`src/rtl/xc_malu_pkg.sv`:
```
// Shared definitions for the xc_malu issue/retire wrapper: op and pack-width
// one-hot encodings, FSM state encoding, the operand payload and the op-legality check.
package xc_malu_pkg;

  localparam int unsigned XLEN  = 32;
  localparam int unsigned OP_W  = 7;
  localparam int unsigned PW_W  = 5;
  localparam int unsigned CNT_W = 16;

  // Bit positions within the one-hot op vector.
  localparam int unsigned OP_MUL  = 0;
  localparam int unsigned OP_PMUL = 1;
  localparam int unsigned OP_DIV  = 2;
  localparam int unsigned OP_REM  = 3;
  localparam int unsigned OP_MACC = 4;
  localparam int unsigned OP_MADD = 5;
  localparam int unsigned OP_MSUB = 6;

  localparam logic [PW_W-1:0] PW_32 = 5'b00001;
  localparam logic [PW_W-1:0] PW_16 = 5'b00010;
  localparam logic [PW_W-1:0] PW_8  = 5'b00100;
  localparam logic [PW_W-1:0] PW_4  = 5'b01000;
  localparam logic [PW_W-1:0] PW_2  = 5'b10000;

  localparam logic [1:0] ST_IDLE = 2'd0;
  localparam logic [1:0] ST_BUSY = 2'd1;
  localparam logic [1:0] ST_DONE = 2'd2;

  typedef enum logic [1:0] {
    S_IDLE = ST_IDLE,
    S_BUSY = ST_BUSY,
    S_DONE = ST_DONE
  } state_e;

  typedef struct packed {
    logic [XLEN-1:0] rs1;
    logic [XLEN-1:0] rs2;
    logic [XLEN-1:0] rs3;
    logic [OP_W-1:0] insn;
    logic [PW_W-1:0] pw;
    logic            lhs_sign;
    logic            rhs_sign;
    logic            drem_unsigned;
    logic            carryless;
  } malu_req_t;

  // An op is legal only when exactly one bit is set.
  function automatic logic op_legal(input logic [OP_W-1:0] op);
    return (op != '0) && ((op & (op - OP_W'(1))) == '0);
  endfunction

endpackage

```
`src/rtl/xc_malu_issue.sv`:
```
// Issue/retire wrapper around xc_malu: single outstanding op, back-to-back issue from DONE.
// Optional macro XC_MALU_ISSUE_CYCLE_COUNT_EN adds out_cycles (BUSY cycles per result).
module xc_malu_issue
  import xc_malu_pkg::*;
#(
  parameter int unsigned TAG_W = 5
) (
  input  logic             clock,
  input  logic             resetn,
  input  logic             in_valid,
  output logic             in_ready,
  input  logic             in_kill,
  input  logic [XLEN-1:0]  in_rs1,
  input  logic [XLEN-1:0]  in_rs2,
  input  logic [XLEN-1:0]  in_rs3,
  input  logic [OP_W-1:0]  in_op,
  input  logic [PW_W-1:0]  in_pw,
  input  logic             in_lhs_sign,
  input  logic             in_rhs_sign,
  input  logic             in_drem_unsigned,
  input  logic             in_carryless,
  input  logic [TAG_W-1:0] in_tag,
  output logic [XLEN-1:0]  malu_rs1,
  output logic [XLEN-1:0]  malu_rs2,
  output logic [XLEN-1:0]  malu_rs3,
  output logic [OP_W-1:0]  malu_insn,
  output logic [PW_W-1:0]  malu_pw,
  output logic             malu_lhs_sign,
  output logic             malu_rhs_sign,
  output logic             malu_drem_unsigned,
  output logic             malu_carryless,
  output logic             malu_valid,
  output logic             malu_flush,
  input  logic             malu_ready,
  input  logic [XLEN-1:0]  malu_result_1,
  input  logic [XLEN-1:0]  malu_result_0,
  output logic             out_valid,
  input  logic             out_ready,
  output logic [XLEN-1:0]  out_result_hi,
  output logic [XLEN-1:0]  out_result_lo,
  output logic [TAG_W-1:0] out_tag,
`ifdef XC_MALU_ISSUE_CYCLE_COUNT_EN
  output logic [CNT_W-1:0] out_cycles,
`endif
  output logic             out_err
);

  state_e             state_q, state_d;
  malu_req_t          req_q, req_d;
  logic [TAG_W-1:0]   tag_q, tag_d;
  logic [2*XLEN-1:0]  res_q, res_d;
  logic               err_q, err_d;
  logic               accept;
  logic               legal;
`ifdef XC_MALU_ISSUE_CYCLE_COUNT_EN
  logic [CNT_W-1:0]   cnt_q, cnt_d;
  logic [CNT_W-1:0]   cyc_q, cyc_d;
  logic [CNT_W-1:0]   cnt_inc;
`endif

  // Next-state, handshake and capture logic.
  always_comb begin
    state_d    = state_q;
    req_d      = req_q;
    tag_d      = tag_q;
    res_d      = res_q;
    err_d      = err_q;
    malu_flush = 1'b0;
`ifdef XC_MALU_ISSUE_CYCLE_COUNT_EN
    cnt_d      = cnt_q;
    cyc_d      = cyc_q;
    cnt_inc    = (cnt_q == '1) ? cnt_q : cnt_q + CNT_W'(1);
`endif
    legal    = op_legal(in_op);
    in_ready = !in_kill && ((state_q == S_IDLE) || ((state_q == S_DONE) && out_ready));
    accept   = in_valid && in_ready;

    case (state_q)
      S_BUSY: begin
        malu_flush = malu_ready || in_kill;
`ifdef XC_MALU_ISSUE_CYCLE_COUNT_EN
        cnt_d = cnt_inc;
`endif
        if (in_kill) begin
          state_d = S_IDLE;
        end else if (malu_ready) begin
          state_d = S_DONE;
          res_d   = {malu_result_1, malu_result_0};
`ifdef XC_MALU_ISSUE_CYCLE_COUNT_EN
          cyc_d   = cnt_inc;
`endif
        end
      end
      S_DONE: begin
        if (in_kill || out_ready) begin
          state_d = S_IDLE;
        end
      end
      default: ;
    endcase

    // Acceptance only happens from IDLE or a draining DONE, so it overrides the above.
    if (accept) begin
      state_d             = legal ? S_BUSY : S_DONE;
      req_d.rs1           = in_rs1;
      req_d.rs2           = in_rs2;
      req_d.rs3           = in_rs3;
      req_d.insn          = in_op;
      req_d.pw            = in_pw;
      req_d.lhs_sign      = in_lhs_sign;
      req_d.rhs_sign      = in_rhs_sign;
      req_d.drem_unsigned = in_drem_unsigned;
      req_d.carryless     = in_carryless && (in_op[OP_MUL] || in_op[OP_PMUL]);
      tag_d               = in_tag;
      res_d               = '0;
      err_d               = !legal;
`ifdef XC_MALU_ISSUE_CYCLE_COUNT_EN
      cnt_d               = '0;
      cyc_d               = '0;
`endif
    end
  end

  always_ff @(posedge clock or negedge resetn) begin
    if (!resetn) begin
      state_q <= S_IDLE;
      req_q   <= '0;
      tag_q   <= '0;
      res_q   <= '0;
      err_q   <= 1'b0;
`ifdef XC_MALU_ISSUE_CYCLE_COUNT_EN
      cnt_q   <= '0;
      cyc_q   <= '0;
`endif
    end else begin
      state_q <= state_d;
      req_q   <= req_d;
      tag_q   <= tag_d;
      res_q   <= res_d;
      err_q   <= err_d;
`ifdef XC_MALU_ISSUE_CYCLE_COUNT_EN
      cnt_q   <= cnt_d;
      cyc_q   <= cyc_d;
`endif
    end
  end

  assign malu_rs1           = req_q.rs1;
  assign malu_rs2           = req_q.rs2;
  assign malu_rs3           = req_q.rs3;
  assign malu_insn          = req_q.insn;
  assign malu_pw            = req_q.pw;
  assign malu_lhs_sign      = req_q.lhs_sign;
  assign malu_rhs_sign      = req_q.rhs_sign;
  assign malu_drem_unsigned = req_q.drem_unsigned;
  assign malu_carryless     = req_q.carryless;
  assign malu_valid         = (state_q == S_BUSY);
  assign out_valid          = (state_q == S_DONE);
  assign out_result_hi      = res_q[2*XLEN-1:XLEN];
  assign out_result_lo      = res_q[XLEN-1:0];
  assign out_tag            = tag_q;
  assign out_err            = err_q;
`ifdef XC_MALU_ISSUE_CYCLE_COUNT_EN
  assign out_cycles         = cyc_q;
`endif

endmodule

```
`config.mk`:
```
export PLATFORM = sky130hd
export DESIGN_NAME = xc_malu_issue
export DESIGN_NICKNAME = d
export VERILOG_FILES = /design/src/rtl/xc_malu_pkg.sv /design/src/rtl/xc_malu_issue.sv
export SDC_FILE = /design/constraint.sdc
export NUM_CORES = 1
export LEC_CHECK = 0
export CAP_MARGIN = 0
export CORE_UTILIZATION = 37
export DETAILED_ROUTE_END_ITERATION = 10
export PLACE_DENSITY = 0.78
export SYNTH_ARGS = -nofsm -noshare
export SYNTH_HDL_FRONTEND = slang
export SYNTH_SLANG_ARGS = --single-unit
```
`constraint.sdc`:
```
create_clock -name clock -period 1.45 [get_ports clock]
set_input_delay 0.435 -clock clock [delete_from_list [all_inputs] [get_ports clock]]
set_output_delay 0.435 -clock clock [all_outputs]
set_load 0.005 [all_outputs]
```
Yosys cells after proc, flatten, opt, wreduce, memory -nomap -nowiden
Index checks and enable logic that the tools add are counted.
{"block": "totals", "register_bits": 184, "out_inout_bits": 186, "word_cells": 50}
{"block": "classes", "n_addsub": 1, "n_eq_ne": 5, "n_mux": 11, "bitwise_logic": 1, "reduce_logical": 19}
{"operator": "$mux 64", "count": 4}
{"operator": "$mux 2", "count": 5}
{"operator": "$and 7x7->7", "count": 1}
{"operator": "$logic_not 7->1", "count": 1}
{"operator": "$reduce_bool 7->1", "count": 1}
{"operator": "$sub 7x1->7 const B", "count": 1}
{"operator": "$reduce_and 3->1", "count": 2}
{"operator": "$logic_and 1x1->1", "count": 5}
{"operator": "$logic_or 1x1->1", "count": 4}
{"operator": "$ne 4x2->1 const B", "count": 1}
{"operator": "$pmux 2 s2", "count": 1}
{"operator": "$reduce_bool 2->1", "count": 2}
{"operator": "$ne 3x1->1 const B", "count": 1}
{"operator": "$reduce_bool 3->1", "count": 1}
{"operator": "$eq 2x1->1 const B", "count": 1}
{"operator": "$eq 2x2->1 const B", "count": 1}
{"operator": "$logic_not 1->1", "count": 2}
{"operator": "$logic_not 2->1", "count": 1}
{"operator": "$ne 2x1->1 const B", "count": 1}
{"operator": "$mux 1", "count": 1}

Longest topological paths before layout
{"block": "logic_depth", "word_depth": 7, "depth_mapped": 9, "ltp_nobuf": 6}

Least setup slack after synthesis
OpenSTA, ideal clock, no wires.
{"block": "synth_path", "path_kind": "register to register", "start": "reg state_q[0]", "end": "reg req_q (netlist bit malu_rs2[16])", "setup_time_ns": 0.116, "arrival_ns": 1.506, "setup_slack_ns": -0.172, "stages_incl_launch_ff": 10, "period_less_slack_ns": 1.622, "path_cell_list": "dfrtp_1 > inv_1 > ha_1 > a21o_1 > and3_1 > buf_6 > buf_6 > buf_6 > nand2_1 > nand2_1"}
{"block": "synth_between", "elab_chain_cells": 5, "word_cells_on_any_way": 6}
{"element": "start: declaration", "line": "xc_malu_issue.sv:48", "source": "state_e state_q, state_d;"}
{"element": "start signal: assignment", "line": "xc_malu_issue.sv:136", "source": "state_q <= state_d;"}
{"element": "$eq 2x2->1"}
{"element": "named net out_valid", "line": "xc_malu_issue.sv:37", "source": "output logic out_valid,"}
{"element": "$logic_and 1x1->1", "line": "xc_malu_issue.sv:75", "source": "in_ready = !in_kill && ((state_q == S_IDLE) || ((state_q == S_DONE) && out_ready));"}
{"element": "$logic_or 1x1->1", "line": "xc_malu_issue.sv:75"}
{"element": "$logic_and 1x1->1", "line": "xc_malu_issue.sv:75"}
{"element": "$logic_and 1x1->1", "line": "xc_malu_issue.sv:76", "source": "accept = in_valid && in_ready;"}
{"element": "end signal: assignment", "line": "xc_malu_issue.sv:137", "source": "req_q <= req_d;"}
{"element": "end: declaration", "line": "xc_malu_issue.sv:49", "source": "malu_req_t req_q, req_d;"}
The timed path passes the listed nets, and every way through them passes these cells.
A chain may end at the register's enable or synchronous reset.

Final worst setup path
{"block": "layout_path", "start": "reg state_q[0]", "end": "out in_ready"}
{"block": "layout_between", "elab_chain_cells": 4, "word_cells_on_any_way": 5}
{"element": "$eq 2x2->1", "line": "xc_malu_issue.sv:75"}
{"element": "$logic_and 1x1->1", "line": "xc_malu_issue.sv:75"}
{"element": "$logic_or 1x1->1 *", "line": "xc_malu_issue.sv:75"}
{"element": "$logic_and 1x1->1 *", "line": "xc_malu_issue.sv:75"}
{"element": "end: declaration", "line": "xc_malu_issue.sv:11", "source": "output logic in_ready,"}
Mark *: on every way between the ends. The rest lies on a longest branch, timed or not.

==> metrics.cfg <==
[status]
status = complete, but fails checks
violations = setup timing

[floorplan]
fp-row-count = 51
die_area_um2 = 21000
die_height_um = 145
start_util_pct = 38.2
coreArea_um2 = 19700
die_x_um = 145
boundaryPins = 373

[clock_tree]
clock_latency_ns = 0.42
cts_made_buffers = 17
cts_max_level = 4
clkSlewWorstSetupHoldPaths_ns = 0.07
cts_buffer_depth = 2
root_buffer = clkbuf_16
cts_tree = built
clock-sinks = 184

[drt]
vias_per_cell = 4.67
wl_um = 26000
dr.first_iter.drc_count = 328
post_drt_wl_per_cell_um = 16.8
firstDrtPassIters = 4
drc = 0
drtAntennaViolNets = 0
dr_total_vias = 7238

[sta]
maxSlewViolCount = 0
worst_pin_slew_ns = 0.350
slew_headroom_pct = 76.4
hold_viol = 0
rsz0062_at_grt = true
skew_ns = 0.00968
min_period_over_period_pct = 129
setup_viol_count_final = 188
maxClockFrequency_ghz = 0.533
setup_tns_ns = -52.17
worst_slack_ns = -0.425
min_period_ns = 1.87
finalHoldWorstSlack_ns = 0.469

[yosys]
yosys_warnings = 0
synthArstFlopShare_pct = 100
yosysTopAreaCellShare_pct = 61.1
yosys-top-cells-count = 476 x nand2_1, 184 x dfrtp_1, 64 x a21oi_2
synth_area_leaders = dfrtp_1 61%, nand2_1 24%, a21oi_2 7.4%
syn_avg_cell_area_um2 = 9.33
netlist_area_um2 = 7540
synth-seq-cells = 184
yosys.area.top_type = dfrtp_1
yosysMostFrequentCell = nand2_1
netlist_instances = 808
yosys_most_used_dff = dfrtp_1
synth_nets = 998
synth_edf_count = 0
yosysSeqAreaShare_pct = 61.1
yosys.cell_types.count = 27

[global_routing]
first_global_vias = 7239
grt-busiest-layer = met2
overflow = 0
grtUsageMet3_pct = 6.32
grt_first_pass_wirelength_um = 38400
antenna_found_initial = 0
grt_max_degree = 44
met1_usage_pct = 27.8
met2_usage_pct = 42.2
grt_usage_pct = 24.3

[layout]
syn2layout_area_growth_pct = 68.7
drive_gt1_share_pct = 34.6
fin_nets = 1462
diodes = 0

[place]
dp_slack_ns = -0.759
place_congestion = 0.798
io_buffers = 372
hpwl_um = 16900

[worst_setup_path]
r2r_slack_ns = -0.41
crit_start = state_q[0]
cp_max_fo = 2
r2r-end = malu_rs3[6]
reg2reg_depth = 10
endpoint_kind = output port
r2r-start = state_q[0]
critPathKind = reg -> out
crit_arrival_ns = 1.44
startpoint_type = flip-flop
required_ns = 1.02

[min_path]
min-delay-path-class = reg -> reg
holdPathStages = 2
min_to = malu_insn[6]
min-delay-start = malu_insn[6]

[pwr]
p_sw_share_pct = 32.7
ir_drop_mv = 0.783
comb_power_share_pct = 37.0
p_leak_uw = 0.00643
finalPower_uw = 19300
pwr-share-clk_pct = 23.3
power_density_nw_per_um2 = 1520
seq_power_share_pct = 39.7
net-switching-power_uw = 6310
internal-power_uw = 13000

[run]
drv_cap = 0

[per-stage QoR]
| stage | cell area (um2) | instances | util (%) |
|---|---|---|---|
| final | 12700 | 1550 | 64.5 |
| after floorplan | 7550 | 808 | - |
| after global placement | 11800 | 1443 | 60.1 |
| after global routing | 12700 | 1550 | 64.5 |
| after detailed placement | 11800 | 1443 | 60.1 |
| after CTS | 12500 | 1537 | 63.3 |
[worst max-delay path: stages, from the launching register on]
cell     delay [ns]
dfrtp_1        0.36
inv_2          0.05
ha_2           0.18
a21o_1         0.17
and2_4         0.16
buf_6          0.11
[timing repair]
action,4_1_cts,5_1_grt
cloned,15,4
hold endpoints to repair,22,0
hold buffers,1,0
setup buffers,46,9
setup endpoints to repair,370,196
pin swaps,6,1
gates resized for setup,766,41
[kinds of logic after synthesis]
group	Yosys count	synth area share, %
buffers and inverters	50	4.46
AOI/OAI and AO/OA	78	8.69
adders and majority gates	3	0.498
muxes	1	0.133
DFF	184	61.1
and+or+nand+nor	492	25.2
[registers in the layout (all words and copies together), names as in the netlist]
signal,count
malu_rhs_sign,1
state_q,2
malu_rs1,32
malu_pw,5
res_q,64
malu_rs2,32
malu_insn,7
malu_drem_unsigned,1
malu_carryless,1
malu_lhs_sign,1
out_tag,5
out_err,1
malu_rs3,32
[power groups by stage]
stage          Sequential, uW  Combinational, uW  Clock, uW
2_1_floorplan            7910               2060          0
3_3_place_gp             7710               7040          0
3_5_place_dp             7780               7160          0
4_1_cts                  7610               6890       4620
5_1_grt                  7880               7880       4830
6_report                 7660               7140       4510
[layer usage]
metal | vias to the layer above | share of wire, %
met3 | 52 | 6.9
met5 | - | 0
met4 | 0 | 3.5
met1 | 3468 | 39
li1 | 3442 | -
met2 | 276 | 51
[how the worst max path moves through the flow]
stage	to	cells after the start
after floorplan	malu_rs2[16]	9
after global placement	in_ready	4
after detailed placement	in_ready	4
after CTS	malu_flush	4
after global routing	in_ready	5
final	in_ready	5
[cells in the final DEF (no fill, tap or decap), types with 2 or more instances in the layout]
master	n
a211oi_1	2
a21o_1	3
a21oi_2	64
a21oi_4	2
buf_12	21
buf_16	15
buf_2	174
buf_4	63
buf_6	12
buf_8	2
bufbuf_16	3
clkbuf_16	21
clkbuf_2	10
clkbuf_8	2
clkdlybuf4s50_1	184
clkinv_2	2
clkinv_4	3
clkinv_8	2
dfrtp_1	184
ha_2	2
inv_2	3
inv_6	5
inv_8	2
nand2_1	449
nand2_2	27
nor2_1	2
nor2b_1	2
nor3_1	2
nor3b_1	3
o21ai_1	2
[layout make-up]
type	instances	area, um2
Fill cell	1583	7000
Sequential cell	184	4600
Timing Repair Buffer	491	4460
Multi-Input combinational cell	574	2730
Clock buffer	18	439
Tap cell	265	332
Clock inverter	14	135
Inverter	4	15.0
Note: power is estimated with default switching activity, not from simulation.
